$ cat config.mk
export PLATFORM = sky130hd
export DESIGN_NAME = mc_control_flat
export DESIGN_NICKNAME = d
export VERILOG_FILES = /design/src/rtl/mc_pkg.sv /design/src/rtl/mc_if.sv /design/src/rtl/mc_wait_timer.sv /design/src/rtl/mc_control.sv /design/src/flat_wrapper.sv
export SDC_FILE = /design/constraint.sdc
export NUM_CORES = 1
export LEC_CHECK = 0
export CORE_MARGIN = 5
export CORE_UTILIZATION = 50
export CTS_BUF_LIST = sky130_fd_sc_hd__clkbuf_8
export DETAILED_ROUTE_END_ITERATION = 10
export PLACE_DENSITY = 0.82
export SLEW_MARGIN = 0
export SYNTH_ARGS = -nofsm -noshare
export SYNTH_HDL_FRONTEND = slang
export SYNTH_HIERARCHICAL = 1
export SYNTH_SLANG_ARGS = --single-unit
$ cat constraint.sdc
create_clock -name clk -period 2.8 [get_ports clk]
set_input_delay 0.56 -clock clk [delete_from_list [all_inputs] [get_ports clk]]
set_output_delay 0.56 -clock clk [all_outputs]
set_load 0.005 [all_outputs]
$ cat src/rtl/mc_pkg.sv
// Shared constants for the multi-cycle MIPS control unit: state encodings,
// opcodes, datapath mux/ALU select codes and the control-word payload.
package mc_pkg;

  localparam int unsigned STATE_W  = 4;
  localparam int unsigned OPCODE_W = 6;

  localparam logic [STATE_W-1:0] S_FETCH  = 4'd0;
  localparam logic [STATE_W-1:0] S_DECODE = 4'd1;
  localparam logic [STATE_W-1:0] S_MEMADR = 4'd2;
  localparam logic [STATE_W-1:0] S_MEMRD  = 4'd3;
  localparam logic [STATE_W-1:0] S_MEMWB  = 4'd4;
  localparam logic [STATE_W-1:0] S_MEMWR  = 4'd5;
  localparam logic [STATE_W-1:0] S_REXE   = 4'd6;
  localparam logic [STATE_W-1:0] S_RWB    = 4'd7;
  localparam logic [STATE_W-1:0] S_AEXE   = 4'd8;
  localparam logic [STATE_W-1:0] S_AWB    = 4'd9;
  localparam logic [STATE_W-1:0] S_BEQ    = 4'd10;
  localparam logic [STATE_W-1:0] S_JMP    = 4'd11;
  localparam logic [STATE_W-1:0] S_ILL    = 4'd12;
  localparam logic [STATE_W-1:0] S_TOUT   = 4'd13;

  localparam logic [OPCODE_W-1:0] OP_RTYPE = 6'b000000;
  localparam logic [OPCODE_W-1:0] OP_J     = 6'b000010;
  localparam logic [OPCODE_W-1:0] OP_BEQ   = 6'b000100;
  localparam logic [OPCODE_W-1:0] OP_ADDI  = 6'b001000;
  localparam logic [OPCODE_W-1:0] OP_LW    = 6'b100011;
  localparam logic [OPCODE_W-1:0] OP_SW    = 6'b101011;

  localparam logic [1:0] ALU_ADD   = 2'b00;
  localparam logic [1:0] ALU_SUB   = 2'b01;
  localparam logic [1:0] ALU_FUNCT = 2'b10;

  localparam logic [1:0] SRCB_REG     = 2'b00;
  localparam logic [1:0] SRCB_FOUR    = 2'b01;
  localparam logic [1:0] SRCB_IMM     = 2'b10;
  localparam logic [1:0] SRCB_IMM_SH2 = 2'b11;

  localparam logic [1:0] PC_ALU    = 2'b00;
  localparam logic [1:0] PC_ALUOUT = 2'b01;
  localparam logic [1:0] PC_JUMP   = 2'b10;

  typedef struct packed {
    logic       mem_req;
    logic       mem_we;
    logic       iord;
    logic       ir_write;
    logic       pc_write;
    logic       pc_write_cond;
    logic [1:0] pc_src;
    logic       alu_src_a;
    logic [1:0] alu_src_b;
    logic [1:0] alu_op;
    logic       reg_dst;
    logic       mem_to_reg;
    logic       reg_write;
  } ctrl_t;

  // DECODE dispatch: unknown opcodes trap into ILL.
  function automatic logic [STATE_W-1:0] decode_target(input logic [OPCODE_W-1:0] op);
    case (op)
      OP_LW, OP_SW: return S_MEMADR;
      OP_RTYPE:     return S_REXE;
      OP_BEQ:       return S_BEQ;
      OP_ADDI:      return S_AEXE;
      OP_J:         return S_JMP;
      default:      return S_ILL;
    endcase
  endfunction

endpackage

$ cat src/rtl/mc_if.sv
// Unified instruction/data memory handshake between the control unit and memory.
interface mc_if;
  logic mem_req;
  logic mem_we;
  logic iord;
  logic mem_ready;

  modport master (output mem_req, output mem_we, output iord, input mem_ready);
  modport slave  (input mem_req, input mem_we, input iord, output mem_ready);
endinterface

$ cat src/rtl/mc_wait_timer.sv
// Consecutive memory wait-cycle counter; expired flags the watchdog limit.
module mc_wait_timer #(
  parameter int unsigned WAIT_W   = 4,
  parameter int unsigned WAIT_MAX = 15
) (
  input  logic clk,
  input  logic rst,
  input  logic clr,
  input  logic inc,
  output logic expired
);

  logic [WAIT_W-1:0] count;

  always_ff @(posedge clk) begin
    if (rst || clr) begin
      count <= '0;
    end else if (inc) begin
      count <= count + WAIT_W'(1);
    end
  end

  // A limit of zero disables the watchdog entirely.
  assign expired = (WAIT_MAX != 0) && (count == WAIT_W'(WAIT_MAX));

endmodule

$ cat src/rtl/mc_control.sv
// Multi-cycle MIPS control FSM sharing one ALU and one memory, with
// wait watchdog, illegal-opcode trap and retired-instruction counter.
module mc_control
  import mc_pkg::*;
#(
  parameter int unsigned CNT_W    = 32,
  parameter int unsigned WAIT_MAX = 15,
  parameter int unsigned WAIT_W   = 4
) (
  input  logic                clk,
  input  logic                rst,
  input  logic [OPCODE_W-1:0] opcode,
  input  logic                zero,
  mc_if.master                mem,
  output logic                ir_write,
  output logic                pc_write,
  output logic                pc_write_cond,
  output logic [1:0]          pc_src,
  output logic                alu_src_a,
  output logic [1:0]          alu_src_b,
  output logic [1:0]          alu_op,
  output logic                reg_dst,
  output logic                mem_to_reg,
  output logic                reg_write,
  output logic [CNT_W-1:0]    retired,
  output logic                illegal,
  output logic                err_timeout,
  output logic [STATE_W-1:0]  state
);

  logic [STATE_W-1:0] state_nxt;
  ctrl_t              ctrl;
  logic               retire;
  logic               wait_expired;
  logic               wait_clr;
  logic               wait_inc;

  // Branch gating on zero happens in the datapath via pc_write_cond.
  logic zero_unused;
  assign zero_unused = zero;

  always_ff @(posedge clk) begin
    if (rst) begin
      state <= S_FETCH;
    end else begin
      state <= state_nxt;
    end
  end

  always_comb begin
    ctrl      = '0;
    state_nxt = state;
    retire    = 1'b0;
    case (state)
      S_FETCH: begin
        ctrl.mem_req = 1'b1;
        if (mem.mem_ready) begin
          ctrl.ir_write  = 1'b1;
          ctrl.pc_write  = 1'b1;
          ctrl.alu_src_b = SRCB_FOUR;
          ctrl.alu_op    = ALU_ADD;
          ctrl.pc_src    = PC_ALU;
          state_nxt      = S_DECODE;
        end else if (wait_expired) begin
          state_nxt = S_TOUT;
        end
      end
      S_DECODE: begin
        ctrl.alu_src_b = SRCB_IMM_SH2;
        state_nxt      = decode_target(opcode);
      end
      S_MEMADR: begin
        ctrl.alu_src_a = 1'b1;
        ctrl.alu_src_b = SRCB_IMM;
        state_nxt      = (opcode == OP_SW) ? S_MEMWR : S_MEMRD;
      end
      S_MEMRD: begin
        ctrl.mem_req = 1'b1;
        ctrl.iord    = 1'b1;
        if (mem.mem_ready) begin
          state_nxt = S_MEMWB;
        end else if (wait_expired) begin
          state_nxt = S_TOUT;
        end
      end
      S_MEMWB: begin
        ctrl.reg_write  = 1'b1;
        ctrl.mem_to_reg = 1'b1;
        retire          = 1'b1;
        state_nxt       = S_FETCH;
      end
      S_MEMWR: begin
        ctrl.mem_req = 1'b1;
        ctrl.mem_we  = 1'b1;
        ctrl.iord    = 1'b1;
        if (mem.mem_ready) begin
          retire    = 1'b1;
          state_nxt = S_FETCH;
        end else if (wait_expired) begin
          state_nxt = S_TOUT;
        end
      end
      S_REXE: begin
        ctrl.alu_src_a = 1'b1;
        ctrl.alu_src_b = SRCB_REG;
        ctrl.alu_op    = ALU_FUNCT;
        state_nxt      = S_RWB;
      end
      S_RWB: begin
        ctrl.reg_write = 1'b1;
        ctrl.reg_dst   = 1'b1;
        retire         = 1'b1;
        state_nxt      = S_FETCH;
      end
      S_AEXE: begin
        ctrl.alu_src_a = 1'b1;
        ctrl.alu_src_b = SRCB_IMM;
        state_nxt      = S_AWB;
      end
      S_AWB: begin
        ctrl.reg_write = 1'b1;
        retire         = 1'b1;
        state_nxt      = S_FETCH;
      end
      S_BEQ: begin
        ctrl.alu_src_a     = 1'b1;
        ctrl.alu_src_b     = SRCB_REG;
        ctrl.alu_op        = ALU_SUB;
        ctrl.pc_write_cond = 1'b1;
        ctrl.pc_src        = PC_ALUOUT;
        retire             = 1'b1;
        state_nxt          = S_FETCH;
      end
      S_JMP: begin
        ctrl.pc_write = 1'b1;
        ctrl.pc_src   = PC_JUMP;
        retire        = 1'b1;
        state_nxt     = S_FETCH;
      end
      S_ILL, S_TOUT: state_nxt = state;
      default:       state_nxt = S_FETCH;
    endcase
    // A reset cycle aborts the instruction: no strobe may reach the datapath.
    if (rst) begin
      ctrl   = '0;
      retire = 1'b0;
    end
  end

  assign wait_inc = ctrl.mem_req & ~mem.mem_ready;
  assign wait_clr = (state_nxt != state);

  mc_wait_timer #(
    .WAIT_W  (WAIT_W),
    .WAIT_MAX(WAIT_MAX)
  ) u_wait_timer (
    .clk    (clk),
    .rst    (rst),
    .clr    (wait_clr),
    .inc    (wait_inc),
    .expired(wait_expired)
  );

  // Retire counter and sticky trap flags.
  always_ff @(posedge clk) begin
    if (rst) begin
      retired     <= '0;
      illegal     <= 1'b0;
      err_timeout <= 1'b0;
    end else begin
      if (retire) begin
        retired <= retired + CNT_W'(1);
      end
      if (state_nxt == S_ILL) begin
        illegal <= 1'b1;
      end
      if (state_nxt == S_TOUT) begin
        err_timeout <= 1'b1;
      end
    end
  end

  assign mem.mem_req    = ctrl.mem_req;
  assign mem.mem_we     = ctrl.mem_we;
  assign mem.iord       = ctrl.iord;
  assign ir_write       = ctrl.ir_write;
  assign pc_write       = ctrl.pc_write;
  assign pc_write_cond  = ctrl.pc_write_cond;
  assign pc_src         = ctrl.pc_src;
  assign alu_src_a      = ctrl.alu_src_a;
  assign alu_src_b      = ctrl.alu_src_b;
  assign alu_op         = ctrl.alu_op;
  assign reg_dst        = ctrl.reg_dst;
  assign mem_to_reg     = ctrl.mem_to_reg;
  assign reg_write      = ctrl.reg_write;

endmodule

$ cat src/flat_wrapper.sv
// flat-port wrapper written by rule: the top's interface ports become plain ports
module mc_control_flat import mc_pkg::*;
#(
  parameter int unsigned CNT_W    = 32,
  parameter int unsigned WAIT_MAX = 15,
  parameter int unsigned WAIT_W   = 4
)
  (clk, rst, opcode, zero, ir_write, pc_write, pc_write_cond, pc_src, alu_src_a, alu_src_b, alu_op, reg_dst, mem_to_reg, reg_write, retired, illegal, err_timeout, state, mem_mem_req, mem_mem_we, mem_iord, mem_mem_ready);
  mc_if mem_i ();
  input  logic clk;
  input  logic rst;
  input  logic [OPCODE_W-1:0] opcode;
  input  logic zero;
  output logic ir_write;
  output logic pc_write;
  output logic pc_write_cond;
  output logic [1:0] pc_src;
  output logic alu_src_a;
  output logic [1:0] alu_src_b;
  output logic [1:0] alu_op;
  output logic reg_dst;
  output logic mem_to_reg;
  output logic reg_write;
  output logic [CNT_W-1:0] retired;
  output logic illegal;
  output logic err_timeout;
  output logic [STATE_W-1:0] state;
  output wire logic [$bits(mem_i.mem_req)-1:0] mem_mem_req;
  output wire logic [$bits(mem_i.mem_we)-1:0] mem_mem_we;
  output wire logic [$bits(mem_i.iord)-1:0] mem_iord;
  input wire logic [$bits(mem_i.mem_ready)-1:0] mem_mem_ready;
  assign mem_mem_req = mem_i.mem_req;
  assign mem_mem_we = mem_i.mem_we;
  assign mem_iord = mem_i.iord;
  assign mem_i.mem_ready = mem_mem_ready;
  mc_control #(.CNT_W(CNT_W), .WAIT_MAX(WAIT_MAX), .WAIT_W(WAIT_W)) u_core (.clk(clk), .rst(rst), .opcode(opcode), .zero(zero), .mem(mem_i), .ir_write(ir_write), .pc_write(pc_write), .pc_write_cond(pc_write_cond), .pc_src(pc_src), .alu_src_a(alu_src_a), .alu_src_b(alu_src_b), .alu_op(alu_op), .reg_dst(reg_dst), .mem_to_reg(mem_to_reg), .reg_write(reg_write), .retired(retired), .illegal(illegal), .err_timeout(err_timeout), .state(state));
endmodule
# Word level (Yosys, flattened, before mapping)
# Index checks and enable logic that the tools add are counted.
totals:
  reg_bits: 42
  latch_bits: 0
  mem_bits_rw: 0
  mem_bits_ro: 0
  input_bits: 10
  output_inout_bits: 54
  wordCells: 68
  mem_count: 0
classes:
  addsub: 2
  n_mul: 0
  div_mod_pow: 0
  n_lt_le_gt_ge: 0
  eq_ne: 22
  shifts: 0
  mux: 26
  n_bitwise: 2
  n_reduce_logical: 11
op_table:
  columns: ["cell", "count"]
  rows:
  - ["== test 4 bit, second input constant", 9]
  - ["adder 32 x 1 -> 32 bit, second input constant", 1]
  - ["case mux 4 bit (8 select lines)", 1]
  - ["case mux 4 bit (5 select lines)", 1]
  - ["== test 4 x 3 -> 1 bit, second input constant", 4]
  - ["2-to-1 mux 16 bit", 1]
  - ["2-to-1 mux 4 bit", 4]
  - ["== test 6 bit, second input constant", 2]
  - ["case mux 2 bit (3 select lines)", 2]
  - ["2-to-1 mux 1 bit", 11]
  - ["== test 4 x 2 -> 1 bit, second input constant", 2]
  - ["OR reduction 2 bit", 4]
  - ["== test 6 x 2 -> 1 bit, second input constant", 1]
  - ["== test 6 x 3 -> 1 bit, second input constant", 1]
  - ["== test 6 x 4 -> 1 bit, second input constant", 1]
  - ["zero test 6 bit", 1]
  - ["2-to-1 mux 3 bit", 2]
  - ["OR reduction 3 bit", 2]
  - ["OR reduction 5 bit", 1]
  - ["adder 4 x 1 -> 4 bit, second input constant", 1]
  - ["== test 4 x 1 -> 1 bit, second input constant", 1]
  - ["zero test 4 bit", 1]
  - ["inequality test 4 bit", 1]
  - ["case mux 1 bit (2 select lines)", 2]
  - ["6 further kinds", 6]

# Depth between registers and ports, before layout
# Gate-level depths: netlist (run 1).
depth:
  depth_word: 6
  ltp_mapped: 10
  depth_no_buf: 9

# Cells and area by module
# Netlist (run 1), hierarchy kept.
modules_own_cells:
  columns: ["mod", "instances", "cells_per_inst", "area_each_um2", "seq_area_each_um2"]
  rows:
  - ["mc_control", 1, 271, 2182.1, 760.7]
  - ["mc_wait_timer", 1, 18, 193.9, 80.1]

# Least setup slack after synthesis (run 1)
# No wires, ideal clock.
synth_path:
  path_kind: "input-to-reg"
  start: "in rst"
  end: "reg u_core.u_wait_timer.count[3]"
  setup_time_ns: 0.121
  t_arrival_ns: 2.070
  required_time_ns: 2.679
  slack_ns: 0.609
  path_stages: 5
  n_path_buf: 2
  cell_sequence: "clkbuf_1 -> clkbuf_1 -> nor4_1 -> nand4_2 -> mux2_4"
synth_between:
  elab_chain_cells: 2
  elab_cells_between_ends: 3
  cone_classes: "mux (1); bitwise (1); reduce/logical (1)"
synth_lines:
  columns: ["element", "line_no", "text"]
  rows:
  - ["start: declaration", "flat_wrapper.sv:11", "input logic rst;"]
  - ["2-to-1 mux 16 bit", "mc_control.sv:144", "if (rst) begin"]
  - ["AND 1 bit", "mc_control.sv:150", "assign wait_inc = ctrl.mem_req & ~mem.mem_ready;"]
  - ["named net u_core.wait_inc", "mc_control.sv:36", "logic wait_inc;"]
  - ["end signal: assignment", "mc_wait_timer.sv:19", "count <= count + WAIT_W'(1);"]
  - ["end: declaration", "mc_wait_timer.sv:13", "logic [WAIT_W-1:0] count;"]
# The timed path passes the listed nets, and every way through them passes these cells.
# A chain may end at the register's enable or synchronous reset.

# Final worst setup path (run 1)
layout_path:
  start: "reg u_core.state[1]"
  end: "out alu_src_b[0]"
layout_between:
  elab_chain_cells: 4
  elab_cells_between_ends: 7
  cone_classes: "eq/ne (3); mux (2); reduce/logical (2)"
layout_lines:
  columns: ["element", "line_no", "text"]
  rows:
  - ["start: declaration", "mc_control.sv:28", "output logic [STATE_W-1:0] state"]
  - ["start signal: assignment", "mc_control.sv:46", "state <= state_nxt;"]
  - ["== test 4 x 2 -> 1 bit / == test 4 bit (equally long branches)", "mc_control.sv:54", "case (state)"]
  - ["OR reduction 2 bit (no source line)", null, null]
  - ["case mux 2 bit (3 select lines) (*)", "mc_control.sv:54", null]
  - ["2-to-1 mux 16 bit (*)", "mc_control.sv:144", null]
  - ["end: declaration", "flat_wrapper.sv:19", "output logic [1:0] alu_src_b;"]
# Mark *: on every way between the ends. The rest lies on a longest branch, timed or not.

==> flow_metrics.py, run 1 <==
metrics = {
    "synth": {
        "synth_area_leaders": "sky130_fd_sc_hd__dfxtp_1 (35%), sky130_fd_sc_hd__xor2_1 (8.8%), sky130_fd_sc_hd__nor2_1 (8.2%), sky130_fd_sc_hd__xnor2_1 (3.7%), sky130_fd_sc_hd__nand2_1 (3.2%)",
        "synth_nets": 301,
        "post-synth-top-area-cell": "sky130_fd_sc_hd__dfxtp_1",
        "synth-compound-area-share_pct": 10.01,
        "synth_enable_flop_cells": 0,
        "netlist.area_leader.share_pct": 35.39,
        "ys_seq_elements": 42,
        "synth.area.mux_share_pct": 1.527,
        "synth_flop_cell": "sky130_fd_sc_hd__dfxtp_1",
        "xor_xnor_share_of_the_synthesized_area_pct": 13.22,
        "postSynthAreaPerCell_um2": 8.222,
        "yosys.cell_types.count": 60,
        "synth_async_sr_flop_share_pct": 0,
        "synthesized_instance_count": 289,
        "synth_simple_gate_area_share_pct": 34.70,
        "synth.cell_area_um2": 2376,
        "synth_top_family_by_area": "simple AND/OR/NAND/NOR gates",
        "yosysSeqAreaShare_pct": 35.39,
        "synthAdderAreaFrac_pct": 1.053,
        "ys_warn_count": 6,
    },
    "clocking": {
        "ctsLongestPathBuffers": 2,
        "htree_num_levels": 2,
        "hold_buffers": 0,
        "ctsRootBufferMaster": "sky130_fd_sc_hd__clkbuf_8",
        "clkTransAtPathRegs_ns": 0.08,
        "worstSkewPairLatency_ns": 0.30,
        "cts_buffers": 5,
        "postCtsSetupBuffers": 0,
        "clock_sink_count": 42,
        "tritoncts": "built",
    },
    "route": {
        "drc": 0,
        "vias_after_detailed_routing": 2334,
        "route.detailed.wl_per_inst_um": 15.55,
        "detail-route-antenna-nets": 0,
        "drt_iter0_drc": 59,
        "pre_repair_dr_iteration_count": 4,
        "detail_route.vias_per_cell": 5.679,
        "wirelength_um": 6390,
    },
    "finish": {
        "area_growth_syn_to_layout_pct": 35.60,
        "final.fill_count": 407,
        "fin_nets": 369,
        "antennaDiodeCount": 0,
        "final_util_pct": 69.13,
        "post_layout_nonfiller_instances": 411,
        "layout_common_cells": "sky130_fd_sc_hd__clkdlybuf4s50_1 (61), sky130_fd_sc_hd__nor2_1 (52), sky130_fd_sc_hd__dfxtp_1 (40)",
        "drive_above_1_share_pct": 10.92,
        "layout_commonest_cell": "sky130_fd_sc_hd__clkdlybuf4s50_1",
    },
    "worst_hold_path": {
        "holdCritPathClass": "reg -> reg",
    },
    "timing": {
        "count_of_final_setup_violators": 0,
        "fmaxAchievable_ghz": 0.3792,
        "fin_crit_sh_pct": 94.18,
        "report.final.slew_viol_count": 0,
        "grt_setup_unrepaired": "false",
        "period_needed_ns": 2.637,
        "tightest_slew_ns": 0.8008,
        "final_hold_viol_count": 0,
        "max_slew_margin_pct": 46.12,
        "finalClockSkew_ns": 0.006934,
    },
    "worst_setup_path": {
        "critPathRequiredTime_ns": 2.24,
        "type_of_destination_of_the_critical_path": "primary output",
        "worst_path_largest_cell_delay_ns": 0.53,
        "crit_path_max_fanout": 16,
        "crit_path_start_kind": "flip-flop",
        "path_class": "reg -> out",
        "worstPathCellList": "buf_4 > nand2b_1 > nand2b_1 > o21ai_0 > clkdlybuf4s50_1",
        "crit_path_frequent_cell": "sky130_fd_sc_hd__nand2b_1",
        "worst_path_max_delay_cell": "sky130_fd_sc_hd__clkdlybuf4s50_1",
        "critPathArrivalTime_ns": 2.08,
    },
    "job": {
        "maxCapViolations": 0,
    },
    "place": {
        "dp.final_hpwl_um": 4579,
        "gpl.final_weighted_congestion": 0.9222,
        "port_buffers": 62,
        "place_inst": 404,
    },
    "global_routing": {
        "grt_first_pass_wirelength_um": 10410,
        "grt_max_degree": 28,
        "gr-usage-all-layers_pct": 20.75,
        "grt_pass1_vias": 2291,
        "grt_remaining_overflow": 0,
        "antenna_found_initial": 0,
    },
    "floorplanning": {
        "initial_utilization_pct": 50.98,
        "row_count": 25,
        "floorplan.die_area_um2": 6231,
        "design.core.area_um2": 4661,
        "fp.dieH_um": 78.94,
        "die_w_um": 78.94,
        "i_o_pin_count": 64,
    },
    "power": {
        "powerDensity_nw_per_um2": 473.6,
        "max-vdd-ir-drop_v": 0.0003516,
        "leak_pwr_nw": 1.167,
    },
    "outcome": {
        "run_status": "finished, final reports clean",
    },
}
-- power breakdown --
group | internal (W) | leakage [nW] | switching [W] | total, W
Sequential | 0.000616 | 0.340 | 0.0000438 | 0.000660
Clock | 0.000285 | 0.0573 | 0.000204 | 0.000490
Combinational | 0.000187 | 0.770 | 0.000190 | 0.000376
Total | 0.00109 | 1.17 | 0.000438 | 0.00153
-- sequential cells by signal, summed over array words and instances, names as in the netlist --
| name | cells |
|---|---|
| u_core/u_wait_timer/count | 4 |
| u_core/state | 4 |
| u_core/retired | 32 |
| u_core/err_timeout | 1 |
| u_core/illegal | 1 |
-- cells in the mapped netlist (2+ instances only) --
master,instances
sky130_fd_sc_hd__inv_1,6
sky130_fd_sc_hd__xnor2_1,10
sky130_fd_sc_hd__ha_1,2
sky130_fd_sc_hd__xor2_1,24
sky130_fd_sc_hd__nand2b_1,4
sky130_fd_sc_hd__o22ai_1,3
sky130_fd_sc_hd__a41oi_1,2
sky130_fd_sc_hd__nor2_1,52
sky130_fd_sc_hd__and3_1,3
sky130_fd_sc_hd__nand2_1,20
sky130_fd_sc_hd__clkbuf_1,8
sky130_fd_sc_hd__nor4_1,5
sky130_fd_sc_hd__and4_1,2
sky130_fd_sc_hd__nand3_1,12
sky130_fd_sc_hd__buf_2,3
sky130_fd_sc_hd__nor4b_1,2
sky130_fd_sc_hd__nand4_1,11
sky130_fd_sc_hd__o21ai_0,8
sky130_fd_sc_hd__nor3b_1,3
sky130_fd_sc_hd__dfxtp_1,42
sky130_fd_sc_hd__nor2b_1,6
sky130_fd_sc_hd__nand3b_1,3
sky130_fd_sc_hd__or3_1,3
sky130_fd_sc_hd__and2_1,3
sky130_fd_sc_hd__nand4b_1,2
sky130_fd_sc_hd__a21oi_1,8
sky130_fd_sc_hd__buf_1,3
sky130_fd_sc_hd__nor3_1,7
-- timing repair --
item                                    4_1_cts  5_1_grt
endpoints found under the setup margin        1        1
resized for setup                             4        1
hold endpoints to repair                      0        0
-- area by class of cell --
cell class	count	area, µm²	share of cell area, %
inverter	6	22.52	0.6990
tap	54	67.56	2.097
timing repair buffer	77	732.0	22.72
clock buffer	6	82.58	2.563
clock inverter	1	30.03	0.9320
multi-input combinational	225	1444	44.82
sequential	42	843.3	26.17
-- worst paths after layout --
path,start,end,cells after the start,slack [ns]
worst max-delay path,u_core/state[1],alu_src_b[0],5,0.16
worst min-delay path,u_core/illegal,u_core/illegal,2,0.51
worst max register to register,u_core/state[1],u_core/u_wait_timer/count[2],10,0.45
worst min register to register,u_core/illegal,u_core/illegal,2,0.51
-- critical path: cells and delay by family (launching register included) --
family	cells	cell delay (ns)
buffers and inverters	2	0.74
DFF	1	0.37
AOI/OAI and AO/OA	1	0.19
and+or+nand+nor	2	0.47
-- cells by family (layout without fill, tap and decap cells) --
family | Yosys count | after routing
adders and majority gates | 2 | 2
buffers and inverters | 22 | 90
AOI/OAI and AO/OA | 35 | 35
xor gates and xnor gates | 35 | 35
muxes | 3 | 3
and+or+nand+nor | 150 | 150
DFF | 42 | 42
-- per-stage QoR --
step	TNS [ns]	total power, W	hold slack [ns]	setup slack, ns	cell area (µm²)
2_1_floorplan	0	0.0008767	0.4666	0.6089	2376
3_3_place_gp	0	0.001026	0.4842	0.06522	3102
3_5_place_dp	-0.06330	0.001042	0.4893	-0.06330	3102
4_1_cts	0	0.001532	0.5022	0.1440	3221
5_1_grt	0	0.001598	0.5262	0.06537	3222
6_report	0	0.001526	0.5085	0.1630	3222
-- layer usage --
metal / vias to the layer above / GRT usage (%) / part of all wire, %
met2: 78 / 36.67 / 49
met5: - / 0 / 0
met3: 8 / 5.782 / 6.8
li1: 1147 / - / -
met1: 1101 / 23.98 / 43
met4: 0 / 7.216 / 1.2
No activity file was read; power rests on OpenSTA's default activity.
==> run 2: changes to the inputs <==
--- a/config.mk
+++ b/config.mk
@@ -9,9 +9,11 @@
 export CORE_UTILIZATION = 50
 export CTS_BUF_LIST = sky130_fd_sc_hd__clkbuf_8
 export DETAILED_ROUTE_END_ITERATION = 10
+export HOLD_SLACK_MARGIN = 0.02
 export PLACE_DENSITY = 0.82
 export SLEW_MARGIN = 0
 export SYNTH_ARGS = -nofsm -noshare
 export SYNTH_HDL_FRONTEND = slang
 export SYNTH_HIERARCHICAL = 1
 export SYNTH_SLANG_ARGS = --single-unit
+export TNS_END_PERCENT = 30
==> results of run 2 <==
Final layout, timing and power as in run 1 (identical DEF).
